File: config.mk
export PLATFORM = sky130hd
export DESIGN_NAME = addsub_pipe
export DESIGN_NICKNAME = d
export VERILOG_FILES = /design/src/rtl/addsub_pipe.sv
export SDC_FILE = /design/constraint.sdc
export NUM_CORES = 1
export LEC_CHECK = 0
export CAP_MARGIN = 10
export CORE_ASPECT_RATIO = 0.8
export CORE_MARGIN = 10
export CORE_UTILIZATION = 33
export CTS_CLUSTER_DIAMETER = 100
export DETAILED_ROUTE_END_ITERATION = 16
export GPL_ROUTABILITY_DRIVEN = 0
export GPL_TIMING_DRIVEN = 0
export PLACE_DENSITY_LB_ADDON = 0.3
export SLEW_MARGIN = 20
export SYNTH_ARGS = -nofsm -noshare
export SYNTH_HDL_FRONTEND = slang
export SYNTH_SLANG_ARGS = --single-unit
File: constraint.sdc
create_clock -name clk -period 1.9 [get_ports clk]
set_input_delay 0.285 -clock clk [delete_from_list [all_inputs] [get_ports clk]]
set_output_delay 0.285 -clock clk [all_outputs]
set_load 0.02 [all_outputs]
File: src/rtl/addsub_pipe.sv
// addsub_pipe: pipelined add/sub/accumulate unit with a carry chain split
// into STAGES register slices, valid/ready handshakes and signed saturation.
// Ports: clk, rst (async active-low); in_valid/in_ready, a, b, op, sat
// (request); out_valid/out_ready, sum, cout, ovf (result).
// op: 00 a+b, 01 a-b, 10 acc+a, 11 clear acc (result 0).
module addsub_pipe #(
    parameter int WIDTH  = 16,
    parameter int STAGES = 2
) (
    input  logic             clk,
    input  logic             rst,
    input  logic             in_valid,
    output logic             in_ready,
    input  logic [WIDTH-1:0] a,
    input  logic [WIDTH-1:0] b,
    input  logic [1:0]       op,
    input  logic             sat,
    output logic             out_valid,
    input  logic             out_ready,
    output logic [WIDTH-1:0] sum,
    output logic             cout,
    output logic             ovf
);

    localparam int SW = WIDTH / STAGES;
    localparam int L  = STAGES - 1;

    localparam logic [WIDTH-1:0] SMAX = {1'b0, {(WIDTH-1){1'b1}}};
    localparam logic [WIDTH-1:0] SMIN = {1'b1, {(WIDTH-1){1'b0}}};

    // x/y carry the operands still to be summed; r collects finished
    // slices; c is the carry into the next slice (cout in final stage).
    typedef struct packed {
        logic             vld;
        logic [1:0]       op;
        logic             sat;
        logic             c;
        logic             ovf;
        logic [WIDTH-1:0] x;
        logic [WIDTH-1:0] y;
        logic [WIDTH-1:0] r;
    } stg_t;

    stg_t             q [STAGES];
    stg_t             d [STAGES];
    stg_t             s0;
    stg_t             cur;
    logic [SW:0]      t;
    logic             xm;
    logic             ym;
    logic [WIDTH-1:0] acc;
    logic             stall;
    logic             acc_pending;

    always_comb stall = q[L].vld & ~out_ready;

    // An acc op must reach the final stage (and update acc) before the
    // next request may read acc, so any acc op in flight blocks input.
    always_comb begin
        acc_pending = 1'b0;
        for (int k = 0; k < L; k++)
            acc_pending = acc_pending | (q[k].vld & q[k].op[1]);
    end

    always_comb in_ready = ~stall & ~acc_pending;

    // Operand formation; op 11 is 0 + 0 so sum, cout and ovf are all 0.
    always_comb begin
        s0     = '0;
        s0.vld = in_valid & in_ready;
        s0.op  = op;
        s0.sat = sat;
        unique case (op)
            2'b00: begin
                s0.x = a;
                s0.y = b;
            end
            2'b01: begin
                s0.x = a;
                s0.y = ~b;
                s0.c = 1'b1;
            end
            2'b10: begin
                s0.x = acc;
                s0.y = a;
            end
            default: ;
        endcase
    end

    // Stage k adds slice k of its source; stage 0 sources the request.
    always_comb begin
        cur = '0;
        t   = '0;
        xm  = 1'b0;
        ym  = 1'b0;
        for (int k = 0; k < STAGES; k++) begin
            cur = (k == 0) ? s0 : q[(k == 0) ? 0 : k - 1];
            t = {1'b0, cur.x[k*SW +: SW]}
              + {1'b0, cur.y[k*SW +: SW]}
              + {{SW{1'b0}}, cur.c};
            cur.r[k*SW +: SW] = t[SW-1:0];
            cur.c = t[SW];
            d[k] = cur;
        end
        // Same-sign operands with a differently signed result is
        // exactly carry-into-MSB xor carry-out-of-MSB.
        xm = d[L].x[WIDTH-1];
        ym = d[L].y[WIDTH-1];
        d[L].ovf = (xm == ym) & (d[L].r[WIDTH-1] != xm);
        // On overflow the true sign is the operands' common sign.
        if (d[L].sat & d[L].ovf)
            d[L].r = xm ? SMIN : SMAX;
    end

    always_ff @(posedge clk or negedge rst) begin
        if (!rst) begin
            for (int k = 0; k < STAGES; k++)
                q[k] <= '0;
            acc <= '0;
        end else if (!stall) begin
            for (int k = 0; k < STAGES; k++)
                q[k] <= d[k];
            if (d[L].vld && d[L].op[1])
                acc <= d[L].r;
        end
    end

    assign out_valid = q[L].vld;
    assign sum       = q[L].r;
    assign cout      = q[L].c;
    assign ovf       = q[L].ovf;

endmodule

==> impl_metrics.toml, run 1 <==
[grt]
grt-ovfl-total = 0
grt_max_degree = 44
grt_antenna_before_repair = 0
grt_util_all_layers_pct = 15.00
grt_first_pass_wirelength_um = 19330
grt_pass1_vias = 3473

[timing]
fin_hold_ws_ns = 0.3801
final-setup-viol-count = 37
rsz0062_at_grt = "yes"
worstMarginPinSlew_ns = 0.7192
max_clock_freq_mhz = 469.0
maxSlewViolCount = 0
period_share_pct = 112.2
final.setup_skew_ns = 0.006488
slew_headroom_pct = 52.05
period_needed_ns = 2.132
hold_viol = 0
timing.final.ws_setup_ns = -0.2322

[drt]
wire_per_inst_um = 19.31
wl_um = 12380
drt_iter0_markers = 267
first_pass_iters = 5
via_per_inst = 5.385
ant_nets = 0
drc = 0
vias = 3452

[finish]
areaGrowthSynthToFinish_pct = 44.33
final_util_pct = 48.40
n_antenna_cell = 0
final_area_mm2 = 0.005553
nets = 545
stdcell_count = 641
fill_cells = 1055
drive_gt1_share_pct = 29.61

[setup_path]
crit_family = "compound AO/OA/AOI/OAI gates"
slowest_delay_ns = 0.44
cp-start-kind = "register"
worstPathArrival_ns = 2.37
crit_type = "register to register"
cp_max_fo = 2
reg2reg_slack_ns = -0.23
crit_chain = "fa_2, inv_2, fa_2, nor2b_2, o211ai_1, a21oi_1, o31a_1, o31ai_2"
cpMostUsedCell = "fa_2"
path_buf_inv = 1
end_kind = "register"
cp_data_required_time_ns = 2.14
cp_slowest_cell = "fa_2"

[clock_network]
tritoncts = "built"
clock-sinks = 63
insertion_delay_ns = 0.33
clock_path_buffers = 2
htreeDepth = 3
numCtsBuffers = 9
ctsRootBufferMaster = "clkbuf_16"
path_clk_slew_ns = 0.06

[floorplan]
die-height_um = 116.6
coreArea_mm2 = 0.01147
core.rowCount = 35
initial_core_util_pct = 33.53
pin_count = 59
die_x_um = 140.7
dieArea_mm2 = 0.01640

[place]
placed_area_mm2 = 0.004800
dp_hpwl_um = 8754
port-buffer-count = 56
place_ws_ns = -0.8655
place_inst = 594

[synth]
synth.net_count = 446
synth_edf_count = 0
synthesis.instances = 389
synth_warnings = 0
ys_seq_area_share_pct = 40.98
yosys.area.top_type = "dfrtp_1"
avgSynthCellArea_um2 = 9.891
netlist_top_cells_area = "dfrtp_1 (41%), mux2_2 (5.9%), ha_1 (4.6%)"
synth_cell_types = 55
yosys.area.top_type_share_pct = 40.98
syn_area_mm2 = 0.003847
ys.flop_type = "dfrtp_1"
async_reset_ff_share_pct = 100.0
synth_seq_cells = 63

[run_status]
failed_checks = "negative setup slack"
status = "complete, but fails checks"

[hold_path]
hold_class = "primary input to register"

[power]
power_density_mw_per_mm2 = 1406
p_leak_nw = 2.468
peakVddDrop_mv = 0.5740

[flow_run]
cap_violations = 0
==> metal layers <==
layer / GRT usage [%] / vias to the layer above / wire length, µm
met5: 0 / - / 0
met4: 5.357 / 0 / 203
met3: 4.023 / 15 / 847
met2: 21.92 / 118 / 5443
met1: 20.74 / 1697 / 5886
li1: - / 1622 / -
==> worst register-to-register path, delay by kind of cell (launching register included) <==
family	cells	cell delay (ns)
AND/OR/NAND/NOR	1	0.05
flip-flops	1	0.40
adder cells (fa/ha/maj)	2	0.65
buffers and inverters	1	0.08
AO/OA/AOI/OAI	4	0.86
==> what timing repair did <==
| item | in CTS | in global routing |
|---|---|---|
| gates cloned | 1 | 0 |
| hold endpoints to repair | 20 | 0 |
| pin swaps | 24 | 19 |
| buffers inserted | 23 | 8 |
| hold buffers | 1 | 0 |
| gates resized for setup | 43 | 22 |
| endpoints found under the setup margin | 38 | 56 |
==> cell families after synthesis <==
group           count (synthesis)  share of synthesized area, %
compound gates                118                         21.63
mux                            37                         10.28
fa+ha+maj                      18                         6.634
buf+inv                        58                         7.577
xor+xnor                        5                         1.138
flops                          63                         40.98
simple gates                   90                         11.77
==> report_power, final <==
group	switching [mW]	internal (mW)	leakage, nW	total (mW)
Sequential	0.384	1.87	0.763	2.25
Combinational	1.82	1.97	1.56	3.80
Clock	0.612	1.14	0.148	1.76
Total	2.82	4.98	2.47	7.81
==> layout make-up <==
type / count / area (µm²) / area share [%]
buffer: 38 / 296.5 / 5.340
clock buffer: 10 / 229.0 / 4.123
clock inverter: 6 / 85.08 / 1.532
inverter: 20 / 87.58 / 1.577
multi-input combinational: 268 / 2257 / 40.65
sequential: 63 / 1577 / 28.39
tap: 148 / 185.2 / 3.335
timing repair buffer: 88 / 835.8 / 15.05
==> stage by stage <==
stage	setup TNS (ns)	power [mW]
global route	-10.10	8.265
CTS	-6.333	7.703
floorplan	-3.555	4.525
finish	-6.232	7.806
detailed placement	-18.84	5.632
global placement	-122.54	5.561
==> flip-flops by register name, indices dropped and copies added (netlist names) <==
| signal | count |
|---|---|
| out_valid | 1 |
| q | 1 |
| sum | 16 |
| ovf | 1 |
| cout | 1 |
| cur | 27 |
| acc | 16 |
==> Yosys cell counts (all sizes together), types with 5 or more instances <==
cell    count
o221ai      8
a31oi      11
nor2b       5
a221oi      9
buf        33
nor3       10
nor2       27
clkbuf      5
a22o        9
o22ai       7
mux2i      17
o31ai       6
dfrtp      63
inv        20
nand2      21
ha         14
a211oi      7
o21ai      13
o21a        8
mux2       20
a21oi      22
==> cell usage in the layout (no fill, tap or decap), types with 4 or more instances in the layout <==
cell             count
o21ai_1              7
inv_1               17
nor3b_1              4
a211oi_1             5
mux2i_1             16
nor2_1              24
a21oi_1             17
nand2_1             18
o22ai_1              6
a31oi_1             11
dlygate4sd2_1        4
buf_6                6
o221ai_1             7
nor3_1               9
a21oi_2              4
fa_2                 4
clkdlybuf4s50_1     48
clkbuf_16            9
ha_1                13
dfrtp_1             63
buf_1                5
a22o_1               9
o21a_1               8
a221oi_1             9
buf_2                5
buf_4               44
mux2_4              19
==> worst paths after layout <==
| check | start | endpoint | depth (start not counted) |
|---|---|---|---|
| max in group asynchronous | rst | cur[26]$_DFFE_PN0N_ | 3 |
| worst min-delay path | op[0] | cur[27]$_DFFE_PN0N_ | 3 |
| min in group asynchronous | rst | sum[7]$_DFFE_PN0N_ | 2 |
| worst min register to register | sum[10]$_DFFE_PN0N_ | sum[10]$_DFFE_PN0N_ | 1 |
| worst max-delay path | cur[40]$_DFFE_PN0N_ | sum[14]$_DFFE_PN0N_ | 8 |
| worst max register to register | cur[40]$_DFFE_PN0N_ | sum[14]$_DFFE_PN0N_ | 8 |
No activity file was read; power rests on OpenSTA's default activity.
==> run 2, diff against run 1 <==
--- a/config.mk
+++ b/config.mk
@@ -14,6 +14,7 @@
 export GPL_ROUTABILITY_DRIVEN = 0
 export GPL_TIMING_DRIVEN = 0
 export PLACE_DENSITY_LB_ADDON = 0.3
+export RECOVER_POWER = 50
 export SLEW_MARGIN = 20
 export SYNTH_ARGS = -nofsm -noshare
 export SYNTH_HDL_FRONTEND = slang
==> constraint.sdc (replaced) <==
create_clock -name clk -period 2.3 [get_ports clk]
set_input_delay 0.345 -clock clk [delete_from_list [all_inputs] [get_ports clk]]
set_output_delay 0.345 -clock clk [all_outputs]
set_load 0.02 [all_outputs]
==> run 2 against run 1 <==
Net effect: the run now ends clean; clock power shrank 30%; clock-buffer cell count rose by 1; worst hold slack gained 0.050 ns; highest routed layer unchanged.
==> impl_metrics.toml, run 2 (synthesis gave the netlist of run 1 again) <==
[place]
place_inst = 594
place_ws_ns = -0.5118
dp_hpwl_um = 8656
port-buffer-count = 56
placed_area_mm2 = 0.004697

[floorplan]
pin_count = 59
dieArea_mm2 = 0.01640
die-height_um = 116.6
core.rowCount = 35
initial_core_util_pct = 33.53
coreArea_mm2 = 0.01147
die_x_um = 140.7

[timing]
maxSlewViolCount = 0
fin_hold_ws_ns = 0.4298
slew_headroom_pct = 41.26
max_clock_freq_mhz = 447.5
period_needed_ns = 2.234
rsz0062_at_grt = "yes"
final.setup.tns_ns = 0
final-setup-viol-count = 0
hold_viol = 0
period_share_pct = 97.15
timing.final.ws_setup_ns = 0.06553
final.setup_skew_ns = 0.008747
worstMarginPinSlew_ns = 0.8811

[setup_path]
slowest_delay_ns = 0.51
cp_slowest_cell = "or4_1"
path_buf_inv = 2
crit_chain = "clkbuf_8, clkbuf_4, o22a_1, fa_2, nand2b_1, a21oi_4, nor4_2, or4_1, nand3_1"
cp_data_required_time_ns = 2.57
critical_path_depth = 9
crit_family = "simple AND/OR/NAND/NOR gates"
reg2reg_slack_ns = 0.12
worstPathArrival_ns = 2.50
end_kind = "register"
timing.rr.end = "acc[1]$_DFFE_PN0P_"
r2r.worst_path.cells = 7
cp-start-kind = "primary input"
crit_start = "op[0]"
crit_type = "primary input to register"
cp_max_fo = 10
r2r-start = "q[103]$_DFFE_PN0N_"

[drt]
wl_um = 11970
wire_per_inst_um = 19.43
drc = 0
vias = 3353
ant_nets = 0
first_pass_iters = 4
drt_iter0_markers = 346
via_per_inst = 5.443

[finish]
n_antenna_cell = 0
final_area_mm2 = 0.005092
regArea_mm2 = 0.001577
final_cell_mix = "dfrtp_1 (63), clkdlybuf4s50_1 (47), nor2_1 (26)"
final_common_cell = "dfrtp_1"
stdcell_count = 616
final_util_pct = 44.38
multi_input_area_mm2 = 0.002069
nets = 521
drive_gt1_share_pct = 19.66
largest_reg_flops = 27
fill_cells = 1127
areaGrowthSynthToFinish_pct = 32.36

[hold_path]
holdPathStages = 4
holdCritStartpoint = "op[1]"
hold_class = "primary input to register"
whs_endpoint = "cur[42]$_DFFE_PN0N_"

[power]
power.total_mw = 5.752
p_leak_nw = 2.203
power_density_mw_per_mm2 = 1129
peakVddDrop_mv = 0.6085

[grt]
grt_util_all_layers_pct = 14.62
grt_first_pass_wirelength_um = 18680
grt_max_degree = 34
grt_antenna_before_repair = 0
grt_pass1_vias = 3394
grt-ovfl-total = 0

[clock_network]
numCtsBuffers = 9
insertion_delay_ns = 0.34
clock_path_buffers = 2
tritoncts = "built"
htreeDepth = 3
ctsRootBufferMaster = "clkbuf_16"
path_clk_slew_ns = 0.05
clock-sinks = 63

[flow_run]
cap_violations = 0

[run_status]
status = "completed"
-- run 2: cell count changes in the layout (fill, tap and decap cells not counted), sizes merged, moves of 2 or more --
| cell | previous run | this run |
|---|---|---|
| dlygate4sd3 | 1 | 4 |
| bufinv | 2 | 0 |
| clkbuf | 15 | 20 |
| buf | 65 | 37 |
-- run 2: layout make-up --
class | instances | area share, %
inverters | 20 | 1.720
well taps | 148 | 3.636
multi-input cells | 268 | 40.64
clock inverters | 4 | 0.4423
plain buffers | 37 | 5.233
clock buffers | 11 | 4.767
flip-flops and latches | 63 | 30.96
repair buffers | 65 | 12.60
-- run 2: worst max path at each step --
| stage | endpoint | slack (ns) |
|---|---|---|
| after CTS | q[103]$_DFFE_PN0N_ | -0.01 |
| after detailed placement | q[103]$_DFFE_PN0N_ | -0.51 |
| after global placement | sum[0]$_DFFE_PN0N_ | -1.32 |
| after global routing | sum[11]$_DFFE_PN0N_ | -0.03 |
| after floorplan | q[103]$_DFFE_PN0N_ | -0.06 |
| final | cur[7]$_DFFE_PN0N_ | 0.07 |
-- run 2: worst register-to-register path: cells and delay by family, from the launching register on --
family / cells / cell delay (ns)
compound gates: 4 / 0.72
mux: 1 / 0.28
fa+ha+maj: 1 / 0.44
flops: 1 / 0.40
buf+inv: 1 / 0.22
-- run 2: layer usage --
layer	global-route usage (%)	vias up	share of wire (%)
li1	-	1573	-
met1	19.66	1659	46
met2	22.23	113	44
met3	5.161	8	8.7
met4	2.816	0	0.99
met5	0	-	0
-- run 2: where the power goes --
group / total [mW] / leakage (nW) / switching (mW) / internal [mW]
registers: 1.82 / 0.763 / 0.281 / 1.54
clock network: 1.24 / 0.131 / 0.491 / 0.746
logic: 2.69 / 1.31 / 1.37 / 1.32
-- run 2: timing repair --
item	CTS	global route
setup endpoints to repair	13	26
resized for setup	13	12
hold endpoints to repair	30	0
setup buffers	2	4
pin swaps	7	14
hold buffers	1	0
cloned	0	1
